--- src/rtl/fir_coeff_loader.sv ---
// Double-buffered FIR coefficient loader. Taps are streamed into a shadow bank,
// then copied to the active bank in one cycle when the datapath allows a swap.
module fir_coeff_loader #(
  parameter int unsigned NUM_COEFF = 17,
  parameter int unsigned NBT_COEFF = 8,
  parameter int unsigned NBF_COEFF = 7
) (
  input  logic                              clk,
  input  logic                              i_reset,
  input  logic                              i_cfg_start,
  input  logic                              i_cfg_valid,
  input  logic signed [NBT_COEFF-1:0]       i_cfg_data,
  output logic                              o_cfg_ready,
  input  logic                              i_swap_en,
  output logic [NUM_COEFF*NBT_COEFF-1:0]    o_coeff_flat,
  output logic                              o_busy,
  output logic                              o_swap_pulse,
  output logic                              o_load_err
);

  localparam int unsigned CntW = (NUM_COEFF > 1) ? $clog2(NUM_COEFF) : 1;
  localparam logic [CntW-1:0] LastTap = CntW'(NUM_COEFF - 1);
  localparam logic [NBT_COEFF-1:0] Unity = NBT_COEFF'((1 << NBF_COEFF) - 1);

  typedef enum logic [1:0] {StIdle, StLoad, StPend} state_e;

  state_e               state_q;
  logic [CntW-1:0]      cnt_q;
  logic [NBT_COEFF-1:0] shadow_q [NUM_COEFF];
  logic [NBT_COEFF-1:0] active_q [NUM_COEFF];
  logic                 ready_q;
  logic                 busy_q;
  logic                 swap_q;
  logic                 err_q;

  always_ff @(posedge clk) begin
    if (i_reset) begin
      state_q <= StIdle;
      cnt_q   <= '0;
      ready_q <= 1'b0;
      busy_q  <= 1'b0;
      swap_q  <= 1'b0;
      err_q   <= 1'b0;
      // Reset active bank is a single centre tap near unity: a pass-through filter.
      for (int k = 0; k < int'(NUM_COEFF); k++) begin
        shadow_q[k] <= '0;
        active_q[k] <= (k == int'(NUM_COEFF / 2)) ? Unity : '0;
      end
    end else begin
      swap_q <= 1'b0;
      err_q  <= 1'b0;
      unique case (state_q)
        StIdle: begin
          if (i_cfg_start) begin
            state_q <= StLoad;
            cnt_q   <= '0;
            ready_q <= 1'b1;
            busy_q  <= 1'b1;
          end
        end
        StLoad: begin
          // A restart wins over a same-cycle beat; the beat is dropped.
          if (i_cfg_start) begin
            cnt_q <= '0;
            err_q <= 1'b1;
          end else if (i_cfg_valid) begin
            shadow_q[cnt_q] <= i_cfg_data;
            if (cnt_q == LastTap) begin
              state_q <= StPend;
              cnt_q   <= '0;
              ready_q <= 1'b0;
            end else begin
              cnt_q <= cnt_q + CntW'(1);
            end
          end
        end
        StPend: begin
          if (i_swap_en) begin
            for (int k = 0; k < int'(NUM_COEFF); k++) begin
              active_q[k] <= shadow_q[k];
            end
            swap_q  <= 1'b1;
            busy_q  <= 1'b0;
            state_q <= StIdle;
          end
        end
        default: state_q <= StIdle;
      endcase
    end
  end

  always_comb begin
    o_coeff_flat = '0;
    for (int k = 0; k < int'(NUM_COEFF); k++) begin
      o_coeff_flat[k*NBT_COEFF +: NBT_COEFF] = active_q[k];
    end
  end

  assign o_cfg_ready  = ready_q;
  assign o_busy       = busy_q;
  assign o_swap_pulse = swap_q;
  assign o_load_err   = err_q;

endmodule

--- config.mk ---
export PLATFORM = sky130hd
export DESIGN_NAME = fir_coeff_loader
export DESIGN_NICKNAME = d
export VERILOG_FILES = /design/src/rtl/fir_coeff_loader.sv
export SDC_FILE = /design/constraint.sdc
export NUM_CORES = 1
export LEC_CHECK = 0
export ABC_AREA = 1
export ABC_CLOCK_PERIOD_IN_PS = 4300
export BUFFER_PORTS_ARGS = -buffer_cell sky130_fd_sc_hd__buf_2
export CAP_MARGIN = 20
export CORE_MARGIN = 2
export CORE_UTILIZATION = 51
export DETAILED_ROUTE_END_ITERATION = 8
export PLACE_DENSITY = 0.75
export SKIP_LAST_GASP = 1
export SLEW_MARGIN = 20
export SYNTH_ARGS = -nofsm -noshare
export SYNTH_HDL_FRONTEND = slang
export SYNTH_SLANG_ARGS = --single-unit
--- constraint.sdc ---
create_clock -name clk -period 4.3 [get_ports clk]
set_input_delay 0.43 -clock clk [delete_from_list [all_inputs] [get_ports clk]]
set_output_delay 0.43 -clock clk [all_outputs]
set_load 0.1 [all_outputs]
# Yosys cells after proc, flatten, opt, wreduce, memory -nomap -nowiden
# Memory sizes are Yosys's and may differ from the RTL's.
# Cells that the tools add are included.
[totals] reg_bits=11 ram_bits=272 in_bits=13 out_inout_bits=140 word_cells=95 memories=2
[classes] n_addsub=1 n_eq_ne=9 muxes=50 bitwise_logic=18 n_reduce_logical=9
[memory_table] memory="active_q" depth=17 width=8 read_ports=17 rd_ports_with_merged_regs=0 write_ports=17 line_no="30" source="logic [NBT_COEFF-1:0] active_q [NUM_COEFF];"
[memory_table] memory="shadow_q" depth=17 width=8 read_ports=17 rd_ports_with_merged_regs=0 write_ports=17 line_no="29" source="logic [NBT_COEFF-1:0] shadow_q [NUM_COEFF];"
[op_table] cell="8-bit 2-to-1 mux" count=18
[op_table] cell="5-bit 2-to-1 mux" count=5
[op_table] cell="1-bit 2-to-1 mux" count=18
[op_table] cell="1-bit OR" count=17
[op_table] cell="2-bit 2-to-1 mux" count=5
[op_table] cell="2-bit inequality test (second input constant)" count=5
[op_table] cell="5-bit case mux with 2 select lines" count=1
[op_table] cell="5-bit AND reduction" count=2
[op_table] cell="8-bit OR reduction" count=1
[op_table] cell="2-bit case mux with 3 select lines" count=1
[op_table] cell="3-bit AND reduction" count=2
[op_table] cell="5-bit by 1-bit adder with 5-bit output (second input constant)" count=1
[op_table] cell="5-bit equality test (second input constant)" count=1
[op_table] cell="1-bit case mux with 2 select lines" count=2
[op_table] cell="2-bit nonzero test" count=2
[op_table] cell="3-bit inequality test (second input constant)" count=1
[op_table] cell="2-bit by 1-bit equality test with 1-bit output (second input constant)" count=1
[op_table] cell="2-bit equality test (second input constant)" count=1
[op_table] cell="2-bit logical NOT" count=1
[op_table] cell="2-bit OR reduction" count=1
[op_table] cell="1-bit inverter" count=1

# Depth between registers and ports, before layout
# Gate-level depths: netlist of the first run.
[depth] depth_word=7 depth_mapped=7 mapped_depth_nobuf=7

# Least setup slack after synthesis of the first run
# Ideal clock, no wire load.
[synth_path] kind="input port to flip-flop" from="in i_reset" to="mem active_q[0][0], enable pin" setup_ns=1.168 arrival_ns=3.065 required_time_ns=3.132 path_slack_ns=0.067 stages=3 path_buffers=1 path_cell_list="inv_1 -> clkbuf_1 -> nand2_1"
[synth_rtl] item="from (decl)" line_no="9" source="input logic i_reset,"
[synth_rtl] item="to (decl)" line_no="30"

==> impl_table.tex, run 1 <==
\begin{tabular}{lr}
\hline
Metric & Value \\
\hline
\multicolumn{2}{l}{\textbf{Global route}} \\
Total GRT Usage & a little under a fifth \\
Antenna violations before repair & 0 \\
Largest net degree at the start of global routing & between 100 and 150 \\
Via count of the first global-routing pass & between 5000 and 6000 \\
Sum of overflow across all layers after global routing & 0 \\
Global-route wire length before repair & 31600 um \\
\multicolumn{2}{l}{\textbf{Layout}} \\
Area added between synthesis and finish & 17.2\% \\
Count of nets after finishing & just over 1000 \\
Layout Cell Area excl Fill & 12500 um2 \\
Most common library cell in the layout ignoring fill and taps & nor2\_1 \\
Commonest cells after routing, fill and taps aside & nor2\_1, edfxtp\_1, buf\_2 \\
Fraction of layout instances using a drive strength above 1 & approximately 22\% \\
Number of antenna cells inserted & 0 \\
\multicolumn{2}{l}{\textbf{Clocking}} \\
Clock root buffer master & clkbuf\_16 \\
Maximum count of clock buffers along a single path & 3 \\
Number of H-tree levels & 1 \\
Clk slew on worst S/H paths & about 0.060 ns \\
Resized cells post-CTS & 0 \\
Clock buffers created by TritonCTS & 26 \\
Count of hold-fix buffers inserted at cts & 0 \\
Number of sinks handled by clock tree synthesis & between 200 and 300 \\
Clock insertion delay at the later pin of the skew report & approximately 0.52 ns \\
Clock tree from TritonCTS & yes \\
Post CTS Setup Buffer Count & 0 \\
\multicolumn{2}{l}{\textbf{STA}} \\
Maximum clock frequency & $\sim$420 MHz \\
Worst rel slew slack & 31.1\% \\
Slew at the pin with the worst max-slew slack & between 1 and 1.5 ns \\
Setup repair after global routing missed its margin & false \\
Number of setup violations in the final report & 0 \\
TNS Setup & 0 ns \\
Final Critical Period & between 2 and 2.5 ns \\
Setup Skew & $\sim$0.0067 ns \\
Max-slew violation count & 0 \\
Share of the cycle needed by the critical path after routing & 55.0\% \\
Fin. Hold Viols & 0 \\
Setup slack of the critical path after layout & approximately 1.9 ns \\
\multicolumn{2}{l}{\textbf{Synth}} \\
Post-synthesis sequential area ratio & approximately four fifths \\
Synthesis-stage register bit count & $\sim$280 \\
Synthesis Warnings & 0 \\
Synthesized area per cell & between 10 and 15 um2 \\
Library cells used by synthesis & 24 \\
Mapped Area & 10700 um2 \\
Synthesized net count & 853 \\
Number of standard cells after synthesis & 836 \\
\multicolumn{2}{l}{\textbf{Pwr}} \\
Share of total power consumed by net switching & 28.4\% \\
Share of power burned in registers & roughly 51\% \\
Power density of the placed cells & 505 nW/um2 \\
Peak ir drop on the vdd network & approximately 0.27 mV \\
P\_int & 4.51 mW \\
Proportion of power drawn by combinational gates & between 10 and 15\% \\
Static leakage & $\sim$5.3 nW \\
Switching power summed over all nets & 1.79 mW \\
Clock group share of total power & 34.4\% \\
\multicolumn{2}{l}{\textbf{Route}} \\
Violation count after the first detailed-route iteration & 420 \\
Count of unresolved DRC violations after routing & 0 \\
DRT Pass-1 Iters & 5 \\
Sum of routed wire length over all layers & 20700 um \\
Final routed wire length divided by cell count & between 15 and 20 um \\
Count of vias placed by the detailed router & about 6100 \\
Post-DR vias/cell & $\sim$4.8 \\
Number of routed nets with antenna violations & 0 \\
\multicolumn{2}{l}{\textbf{Run}} \\
Max-capacitance violation count & 0 \\
\multicolumn{2}{l}{\textbf{Placement}} \\
Routability Congestion & $\sim$0.80 \\
Place WS & approximately 1.9 ns \\
Cell area reported after detailed placement & between 10000 and 15000 um2 \\
HPWL reported at the end of detailed placement & roughly 13000 um \\
Total of buffers placed on input and output ports & roughly 150 \\
\multicolumn{2}{l}{\textbf{Floorplan}} \\
Die span in y & between 100 and 150 um \\
Count of standard-cell rows & 52 \\
I/O pin total & approximately 150 \\
Die outline width & around 150 um \\
CORE AREA & 20400 um2 \\
Full die area & approximately 22000 um2 \\
Initial core utilization & around 52\% \\
\multicolumn{2}{l}{\textbf{Min path}} \\
Min-delay worst type & input pin to register \\
\multicolumn{2}{l}{\textbf{Outcome}} \\
Outcome & finished, final reports clean \\
\multicolumn{2}{l}{\textbf{Worst setup path}} \\
Setup Crit Path Kind & register to register \\
Critical path capture point type & register \\
Data required time of the critical path & $\sim$4.6 ns \\
Biggest fanout along the worst timing path & between 100 and 150 \\
Crit path DAT & about 2.6 ns \\
Worst R2R Setup Slack & about 1.9 ns \\
Startpoint kind of the worst setup timing path & register \\
\hline
\end{tabular}
[routing by layer]
metal  vias to the layer above  track usage [%]  share of wire [%]
li1                       2975                -                  -
met2                       217             31.9                 50
met5                         -                0                  0
met4                         0             5.43                1.7
met3                        27             2.82                6.5
met1                      2867             24.8                 41
[flip-flops by register name (all words and copies together) (netlist names)]
name / count
active_q: 136
shadow_q: 136
cnt_q: 5
state_q: 2
o_busy: 1
o_cfg_ready: 1
o_load_err: 1
o_swap_pulse: 1
[final cells by class]
class                   count  area (um2)
fillers                  1530        7870
repair buffers            155         796
clock buffers              38         747
clock inverters             5        48.8
flip-flops and latches    283        8390
multi-input cells         374        1600
well taps                 270         338
inverters                 154         581
[path summary, 6_finish.rpt]
path / start / end / depth (start not counted)
max: state_q[0] / active_q[0][25] / 6
min: i_reset / o_load_err / 2
max reg2reg: state_q[0] / active_q[0][25] / 6
min reg2reg: shadow_q[8][4] / active_q[0][68] / 1
[kinds of logic (layout without fill, tap and decap cells)]
kind of cell	after synthesis	after routing	synth area share [%]
and+or+nand+nor	364	364	14.2
DFF	283	283	78.6
buffers and inverters	179	352	6.44
AOI/OAI and AO/OA	5	5	0.235
adders and majority gates	4	4	0.469
xor gates and xnor gates	1	1	0.0821
[through the flow]
stage | cells | hold slack, ns | total power [mW] | util [%]
final | 1279 | 0.159 | 6.31 | 61.4
after global routing | 1279 | 0.163 | 6.49 | 61.4
after CTS | 1279 | 0.131 | 6.35 | 61.4
after detailed placement | 1236 | 0.490 | 4.20 | 57.5
after global placement | 1236 | 0.484 | 4.19 | 57.5
after floorplan | 836 | 0.476 | 4.05 | -
[power groups by stage]
stage / Sequential, mW / Combinational [mW] / Clock, mW
6_report: 3.21 / 0.925 / 2.17
2_1_floorplan: 3.89 / 0.161 / 0
3_5_place_dp: 3.27 / 0.928 / 0
4_1_cts: 3.21 / 0.930 / 2.21
3_3_place_gp: 3.27 / 0.918 / 0
5_1_grt: 3.22 / 0.956 / 2.31
[critical path, stage by stage (launching register included)]
cell     delay, ns
dfxtp_1       0.38
inv_2         0.06
nand3_1       0.19
nor2_2        0.09
inv_4         0.69
buf_4         0.47
nor2_1        0.10
[Yosys cell counts (all sizes together)]
library cell,count,area [um2]
nand3,12,60.1
clkbuf,18,67.6
nor3,5,40.0
nor2,283,1100
dfxtp,11,220
o21ai,3,15.0
nand2,55,256
nand4,1,6.26
clkinv,8,30.0
edfxtp,272,8170
ha,4,50.1
inv,146,548
or2,8,50.1
xor2,1,8.76
buf,7,41.3
a21oi,2,10.0
No activity file was read; power rests on OpenSTA's default activity.
==> inputs of run 2 (changes only) <==
--- a/config.mk
+++ b/config.mk
@@ -6,13 +6,13 @@
 export NUM_CORES = 1
 export LEC_CHECK = 0
 export ABC_AREA = 1
-export ABC_CLOCK_PERIOD_IN_PS = 4300
+export ABC_CLOCK_PERIOD_IN_PS = 2400
 export BUFFER_PORTS_ARGS = -buffer_cell sky130_fd_sc_hd__buf_2
 export CAP_MARGIN = 20
 export CORE_MARGIN = 2
-export CORE_UTILIZATION = 51
+export CORE_UTILIZATION = 57
 export DETAILED_ROUTE_END_ITERATION = 8
-export PLACE_DENSITY = 0.75
+export PLACE_DENSITY = 0.79
 export SKIP_LAST_GASP = 1
 export SLEW_MARGIN = 20
 export SYNTH_ARGS = -nofsm -noshare
==> constraint.sdc (replaced) <==
create_clock -name clk -period 2.4 [get_ports clk]
set_input_delay 0.24 -clock clk [delete_from_list [all_inputs] [get_ports clk]]
set_output_delay 0.24 -clock clk [all_outputs]
set_load 0.1 [all_outputs]
==> impl_table.tex, run 2 (same netlist as run 1, synthesis figures left out) <==
\begin{tabular}{lr}
\hline
Metric & Value \\
\hline
\multicolumn{2}{l}{\textbf{STA}} \\
Share of the cycle needed by the critical path after routing & 80.9\% \\
Setup repair after global routing missed its margin & false \\
Setup Skew & 0.0209 ns \\
Fin. Hold Viols & 0 \\
Maximum clock frequency & a little over 500 MHz \\
Max-slew violation count & 0 \\
Worst rel slew slack & 43.2\% \\
TNS Setup & 0 ns \\
Worst Hold Slack & around 0.083 ns \\
Final Critical Period & $\sim$1.9 ns \\
Number of setup violations in the final report & 0 \\
Slew at the pin with the worst max-slew slack & around 0.85 ns \\
\multicolumn{2}{l}{\textbf{Global route}} \\
Global-route wire length before repair & approximately 32000 um \\
Sum of overflow across all layers after global routing & 0 \\
Largest net degree at the start of global routing & 66 \\
Antenna violations before repair & 0 \\
Total GRT Usage & about a fifth \\
Via count of the first global-routing pass & just over 6000 \\
\multicolumn{2}{l}{\textbf{Floorplan}} \\
Count of standard-cell rows & 50 \\
Die span in y & 141 um \\
I/O pin total & roughly 150 \\
Die outline width & roughly 140 um \\
Initial core utilization & 57.6\% \\
CORE AREA & around 19000 um2 \\
Full die area & a little under 20000 um2 \\
\multicolumn{2}{l}{\textbf{Pwr}} \\
Static leakage & roughly 5.4 nW \\
Share of total power consumed by net switching & 28.4\% \\
Power density of the placed cells & 910 nW/um2 \\
Peak ir drop on the vdd network & $\sim$0.56 mV \\
Proportion of power drawn by combinational gates & $\sim$15\% \\
Clock group share of total power & 35.4\% \\
Switching power summed over all nets & between 3 and 4 mW \\
Share of power burned in registers & about 50\% \\
P\_int & roughly 8.2 mW \\
\multicolumn{2}{l}{\textbf{Clocking}} \\
Number of H-tree levels & 1 \\
Number of sinks handled by clock tree synthesis & about 280 \\
Post CTS Setup Buffer Count & 0 \\
Resized cells post-CTS & 0 \\
Count of hold-fix buffers inserted at cts & 2 \\
Clock buffers created by TritonCTS & 27 \\
Clock insertion delay at the later pin of the skew report & around 0.53 ns \\
Clk slew on worst S/H paths & $\sim$0.06 ns \\
Clock tree from TritonCTS & yes \\
Clock root buffer master & clkbuf\_16 \\
Maximum count of clock buffers along a single path & 3 \\
\multicolumn{2}{l}{\textbf{Layout}} \\
Commonest cells after routing, fill and taps aside & nor2\_1, edfxtp\_1, buf\_2 \\
Area added between synthesis and finish & 18.5\% \\
Number of antenna cells inserted & 0 \\
Layout Cell Area excl Fill & 12600 um2 \\
Regs by FF count & active\_q x136, shadow\_q x136, cnt\_q x5 \\
Count of nets after finishing & just over 1000 \\
Fraction of layout instances using a drive strength above 1 & a little under a quarter \\
Most common library cell in the layout ignoring fill and taps & nor2\_1 \\
\multicolumn{2}{l}{\textbf{Run}} \\
Max-capacitance violation count & 0 \\
\multicolumn{2}{l}{\textbf{Placement}} \\
Routability Congestion & around 0.78 \\
Total of buffers placed on input and output ports & around 150 \\
HPWL reported at the end of detailed placement & roughly 13000 um \\
Cell area reported after detailed placement & between 10000 and 15000 um2 \\
\multicolumn{2}{l}{\textbf{Route}} \\
Violation count after the first detailed-route iteration & roughly 520 \\
Number of routed nets with antenna violations & 0 \\
Post-DR vias/cell & a little over 5 \\
DRT Pass-1 Iters & 4 \\
Sum of routed wire length over all layers & 20700 um \\
Count of unresolved DRC violations after routing & 0 \\
Count of vias placed by the detailed router & roughly 6300 \\
Final routed wire length divided by cell count & roughly 16 um \\
\multicolumn{2}{l}{\textbf{Worst setup path}} \\
Startpoint kind of the worst setup timing path & register \\
Crit path DAT & 2.22 ns \\
Biggest fanout along the worst timing path & between 60 and 70 \\
Setup Crit Path Kind & register to register \\
Critical path capture point type & register \\
Data required time of the critical path & 2.68 ns \\
\multicolumn{2}{l}{\textbf{Min path}} \\
Min-delay worst type & input pin to register \\
\multicolumn{2}{l}{\textbf{Outcome}} \\
Outcome & finished, final reports clean \\
\hline
\end{tabular}
## run 2: cell type report
class,count,area [um2]
tap,234,293
multi-input combinational,374,1610
timing repair buffer,164,906
sequential,283,8390
clock inverter,7,65.1
clock buffer,43,796
inverter,154,581
fill,1235,5880
## run 2: per-layer routing
| layer | wire (um) | GRT usage (%) | up-vias |
|---|---|---|---|
| li1 | - | - | 3003 |
| met1 | 8150 | 26.9 | 3033 |
| met2 | 10600 | 36.4 | 257 |
| met3 | 1380 | 2.89 | 47 |
| met4 | 556 | 6.89 | 0 |
| met5 | 0 | 0 | - |
## run 2: through the flow
stage | instances | util [%] | power (mW) | setup slack (ns)
6_report | 1259 | 68.3 | 11.5 | 0.457
5_1_grt | 1259 | 68.3 | 11.8 | 0.304
4_1_cts | 1259 | 68.3 | 11.6 | 0.451
3_5_place_dp | 1207 | 63.5 | 7.53 | 0.438
3_3_place_gp | 1207 | 63.5 | 7.51 | 0.516
2_1_floorplan | 836 | - | 7.24 | 0.472
## run 2: path summary, 6_finish.rpt
path / slack [ns] / start / endpoint / cells past startpoint
worst max-delay path: 0.46 / state_q[0] / active_q[0][63] / 6
worst min-delay path: 0.08 / i_cfg_start / o_load_err / 3
worst max register to register: 0.46 / state_q[0] / active_q[0][63] / 6
worst min register to register: 0.50 / o_busy / o_busy / 2
## run 2: worst max-delay path, cell delays in order, from the launching register on
cell and delay, ns:
dfxtp_1 0.37, inv_2 0.06, nand3_1 0.22, nor2_2 0.09
inv_4 0.48, buf_4 0.36, nor2_1 0.08
## run 2: power by group through the flow
stage | sequential (mW) | combinational [mW] | clock, mW
detailed placement | 5.85 | 1.68 | 0
finish | 5.75 | 1.68 | 4.08
floorplan | 6.95 | 0.290 | 0
global route | 5.77 | 1.74 | 4.31
global placement | 5.85 | 1.66 | 0
CTS | 5.75 | 1.69 | 4.12
==> inputs of run 3 (changes only) <==
--- a/config.mk
+++ b/config.mk
@@ -6,7 +6,7 @@
 export NUM_CORES = 1
 export LEC_CHECK = 0
 export ABC_AREA = 1
-export ABC_CLOCK_PERIOD_IN_PS = 2400
+export ABC_CLOCK_PERIOD_IN_PS = 1800
 export BUFFER_PORTS_ARGS = -buffer_cell sky130_fd_sc_hd__buf_2
 export CAP_MARGIN = 20
 export CORE_MARGIN = 2
==> constraint.sdc (replaced) <==
create_clock -name clk -period 1.8 [get_ports clk]
set_input_delay 0.18 -clock clk [delete_from_list [all_inputs] [get_ports clk]]
set_output_delay 0.18 -clock clk [all_outputs]
set_load 0.1 [all_outputs]
==> impl_table.tex, run 3 (same netlist as run 1, synthesis figures left out) <==
\begin{tabular}{lr}
\hline
Metric & Value \\
\hline
\multicolumn{2}{l}{\textbf{Min path}} \\
Hold Path End & state\_q[1] \\
Hold path startpoint & i\_cfg\_valid \\
Min-delay worst type & input pin to register \\
Min-Delay Path Depth & 7 \\
\multicolumn{2}{l}{\textbf{Route}} \\
Final routed wire length divided by cell count & between 15 and 20 um \\
Number of routed nets with antenna violations & 0 \\
DRT Pass-1 Iters & 5 \\
Count of unresolved DRC violations after routing & 0 \\
Count of vias placed by the detailed router & roughly 6500 \\
Violation count after the first detailed-route iteration & 579 \\
Sum of routed wire length over all layers & around 21000 um \\
Post-DR vias/cell & just over 5 \\
\multicolumn{2}{l}{\textbf{Floorplan}} \\
Initial core utilization & between 50 and 60\% \\
Die span in y & 141 um \\
I/O pin total & between 150 and 200 \\
Count of standard-cell rows & 50 \\
Die outline width & $\sim$140 um \\
Full die area & 19800 um2 \\
CORE AREA & $\sim$19000 um2 \\
\multicolumn{2}{l}{\textbf{Worst setup path}} \\
Biggest fanout along the worst timing path & 8 \\
Crit-path most repeated cell & nand2\_2 \\
Critical path capture point type & register \\
Delay of the slowest cell on the worst path & 0.33 ns \\
Critical Path Slowest Stage Cell & dfxtp\_1 \\
Setup Crit Path Kind & register to register \\
Crit-path leading delay family & simple AND/OR/NAND/NOR gates \\
Data required time of the critical path & 2.01 ns \\
Worst R2R Setup Slack & between 0.05 and 0.06 ns \\
Cells along the critical path & inv\_1 > nand2\_2 > nor2\_4 > nand2\_4 > nor2\_4 > buf\_4 > nand2\_2 > nand2\_2 \\
Startpoint of the most critical register-to-register path & state\_q[1] \\
Worst R2R End & shadow\_q[7][7] \\
Cells on worst reg2reg path & 8 \\
Crit path DAT & 1.96 ns \\
Critical path buffer and inverter count & 2 \\
Startpoint kind of the worst setup timing path & register \\
\multicolumn{2}{l}{\textbf{STA}} \\
Maximum clock frequency & 572 MHz \\
Share of the cycle needed by the critical path after routing & around 97\% \\
Fin. Hold Viols & 0 \\
Setup Skew & about 0.022 ns \\
Max-slew violation count & 0 \\
Final Critical Period & about 1.7 ns \\
Slew at the pin with the worst max-slew slack & 0.872 ns \\
Number of setup violations in the final report & 0 \\
Worst rel slew slack & between 40\% and 50\% \\
Setup repair after global routing missed its margin & true \\
\multicolumn{2}{l}{\textbf{Clocking}} \\
Number of H-tree levels & 1 \\
Clock insertion delay at the later pin of the skew report & between 0.5 and 0.6 ns \\
Clock tree from TritonCTS & yes \\
Clock buffers created by TritonCTS & 28 \\
Maximum count of clock buffers along a single path & 3 \\
Clk slew on worst S/H paths & roughly 0.060 ns \\
Clock root buffer master & clkbuf\_16 \\
Number of sinks handled by clock tree synthesis & about 280 \\
\multicolumn{2}{l}{\textbf{Run}} \\
Max-capacitance violation count & 0 \\
\multicolumn{2}{l}{\textbf{Global route}} \\
Via count of the first global-routing pass & about 6300 \\
Antenna violations before repair & 0 \\
Sum of overflow across all layers after global routing & 0 \\
Total GRT Usage & 21.2\% \\
Global-route wire length before repair & roughly 33000 um \\
Largest net degree at the start of global routing & 38 \\
\multicolumn{2}{l}{\textbf{Pwr}} \\
Clock group share of total power & a little under two fifths \\
Peak ir drop on the vdd network & about 0.72 mV \\
Proportion of power drawn by combinational gates & approximately 14\% \\
Static leakage & $\sim$5.6 nW \\
P\_int & 11.3 mW \\
Switching power summed over all nets & 4.44 mW \\
Total Power Consumption & 15.8 mW \\
Share of total power consumed by net switching & $\sim$28\% \\
Power density of the placed cells & $\sim$1200 nW/um2 \\
Share of power burned in registers & around 49\% \\
\multicolumn{2}{l}{\textbf{Layout}} \\
Number of cells in the finished layout apart from fillers & approximately 1300 \\
Fraction of layout instances using a drive strength above 1 & a little over a quarter \\
Number of antenna cells inserted & 0 \\
Commonest cells after routing, fill and taps aside & nor2\_1, edfxtp\_1, buf\_2 \\
Regs by FF count & active\_q x136, shadow\_q x136, cnt\_q x5 \\
Count of nets after finishing & 1052 \\
Area added between synthesis and finish & 21.9\% \\
Most common library cell in the layout ignoring fill and taps & nor2\_1 \\
Final Util & between 70\% and 80\% \\
\multicolumn{2}{l}{\textbf{Placement}} \\
Total of buffers placed on input and output ports & roughly 150 \\
Inst Count DP & roughly 1200 \\
Routability Congestion & roughly 0.82 \\
HPWL reported at the end of detailed placement & between 10000 and 15000 um \\
\multicolumn{2}{l}{\textbf{Outcome}} \\
Outcome & finished, final reports clean \\
\hline
\end{tabular}
-- run 3: changes by cell type in the layout (fill, tap and decap cells not counted), moves of 2 or more --
cell / previous run / this run
nand2_2: 17 / 30
bufinv_16: 1 / 4
clkinv_2: 3 / 6
nand2_1: 36 / 22
clkbuf_16: 27 / 29
clkbuf_8: 6 / 0
clkinv_1: 9 / 18
clkbuf_1: 10 / 2
buf_4: 6 / 33
dlygate4sd3_1: 2 / 4
-- run 3: metrics by stage --
step	cell area (um2)	hold slack [ns]	setup WS, ns	setup TNS (ns)
after detailed placement	12000	0.459	0.0324	0
after global routing	13000	0.219	-0.0267	-0.291
final	13000	0.180	0.0529	0
after CTS	12900	0.167	0.00147	0
after floorplan	10700	0.257	0.198	0
after global placement	12000	0.442	0.106	0
-- run 3: final cells by class --
type | count | area (um2)
clock buffer | 31 | 733
multi-input combinational | 374 | 1660
clock inverter | 21 | 204
inverter | 154 | 581
fill | 1213 | 5520
timing repair buffer | 194 | 1150
sequential | 283 | 8390
tap | 234 | 293
-- run 3: worst max path at each step --
stage | startpoint | to | slack [ns] | cells after the start
finish | state_q[1] | shadow_q[7][7] | 0.05 | 8
global route | state_q[1] | shadow_q[3][7] | -0.03 | 9
CTS | state_q[1] | shadow_q[10][6] | 0.001 | 7
detailed placement | state_q[1] | shadow_q[3][7] | 0.03 | 7
global placement | state_q[1] | shadow_q[3][2] | 0.11 | 7
floorplan | i_reset | active_q[0][0] | 0.20 | 3
-- run 3: power groups by stage --
stage / Combinational [mW] / Sequential (mW) / Clock, mW
final: 2.27 / 7.67 / 5.83
after global routing: 2.36 / 7.69 / 6.14
after CTS: 2.27 / 7.67 / 5.89
after detailed placement: 2.26 / 7.80 / 0
after global placement: 2.23 / 7.80 / 0
after floorplan: 0.390 / 9.27 / 0
-- run 3: timing repair --
item / CTS / global route
setup buffers: 0 / 2
resized for setup: 0 / 16
hold buffers: 4 / 0
hold endpoints to repair: 5 / 0
endpoints found under the setup margin: 0 / 128
-- run 3: routing by layer --
layer	wire length, um	up-vias	GRT usage (%)
met2	11100	244	37.6
met1	8480	3132	26.7
li1	-	3067	-
met3	1210	48	3.60
met5	0	-	0
met4	571	0	7.05
-- run 3: worst min-delay path: cells and delay by family --
family / cells / cell delay, ns
AND/OR/NAND/NOR: 5 / 0.33
buffers and inverters: 2 / 0.15
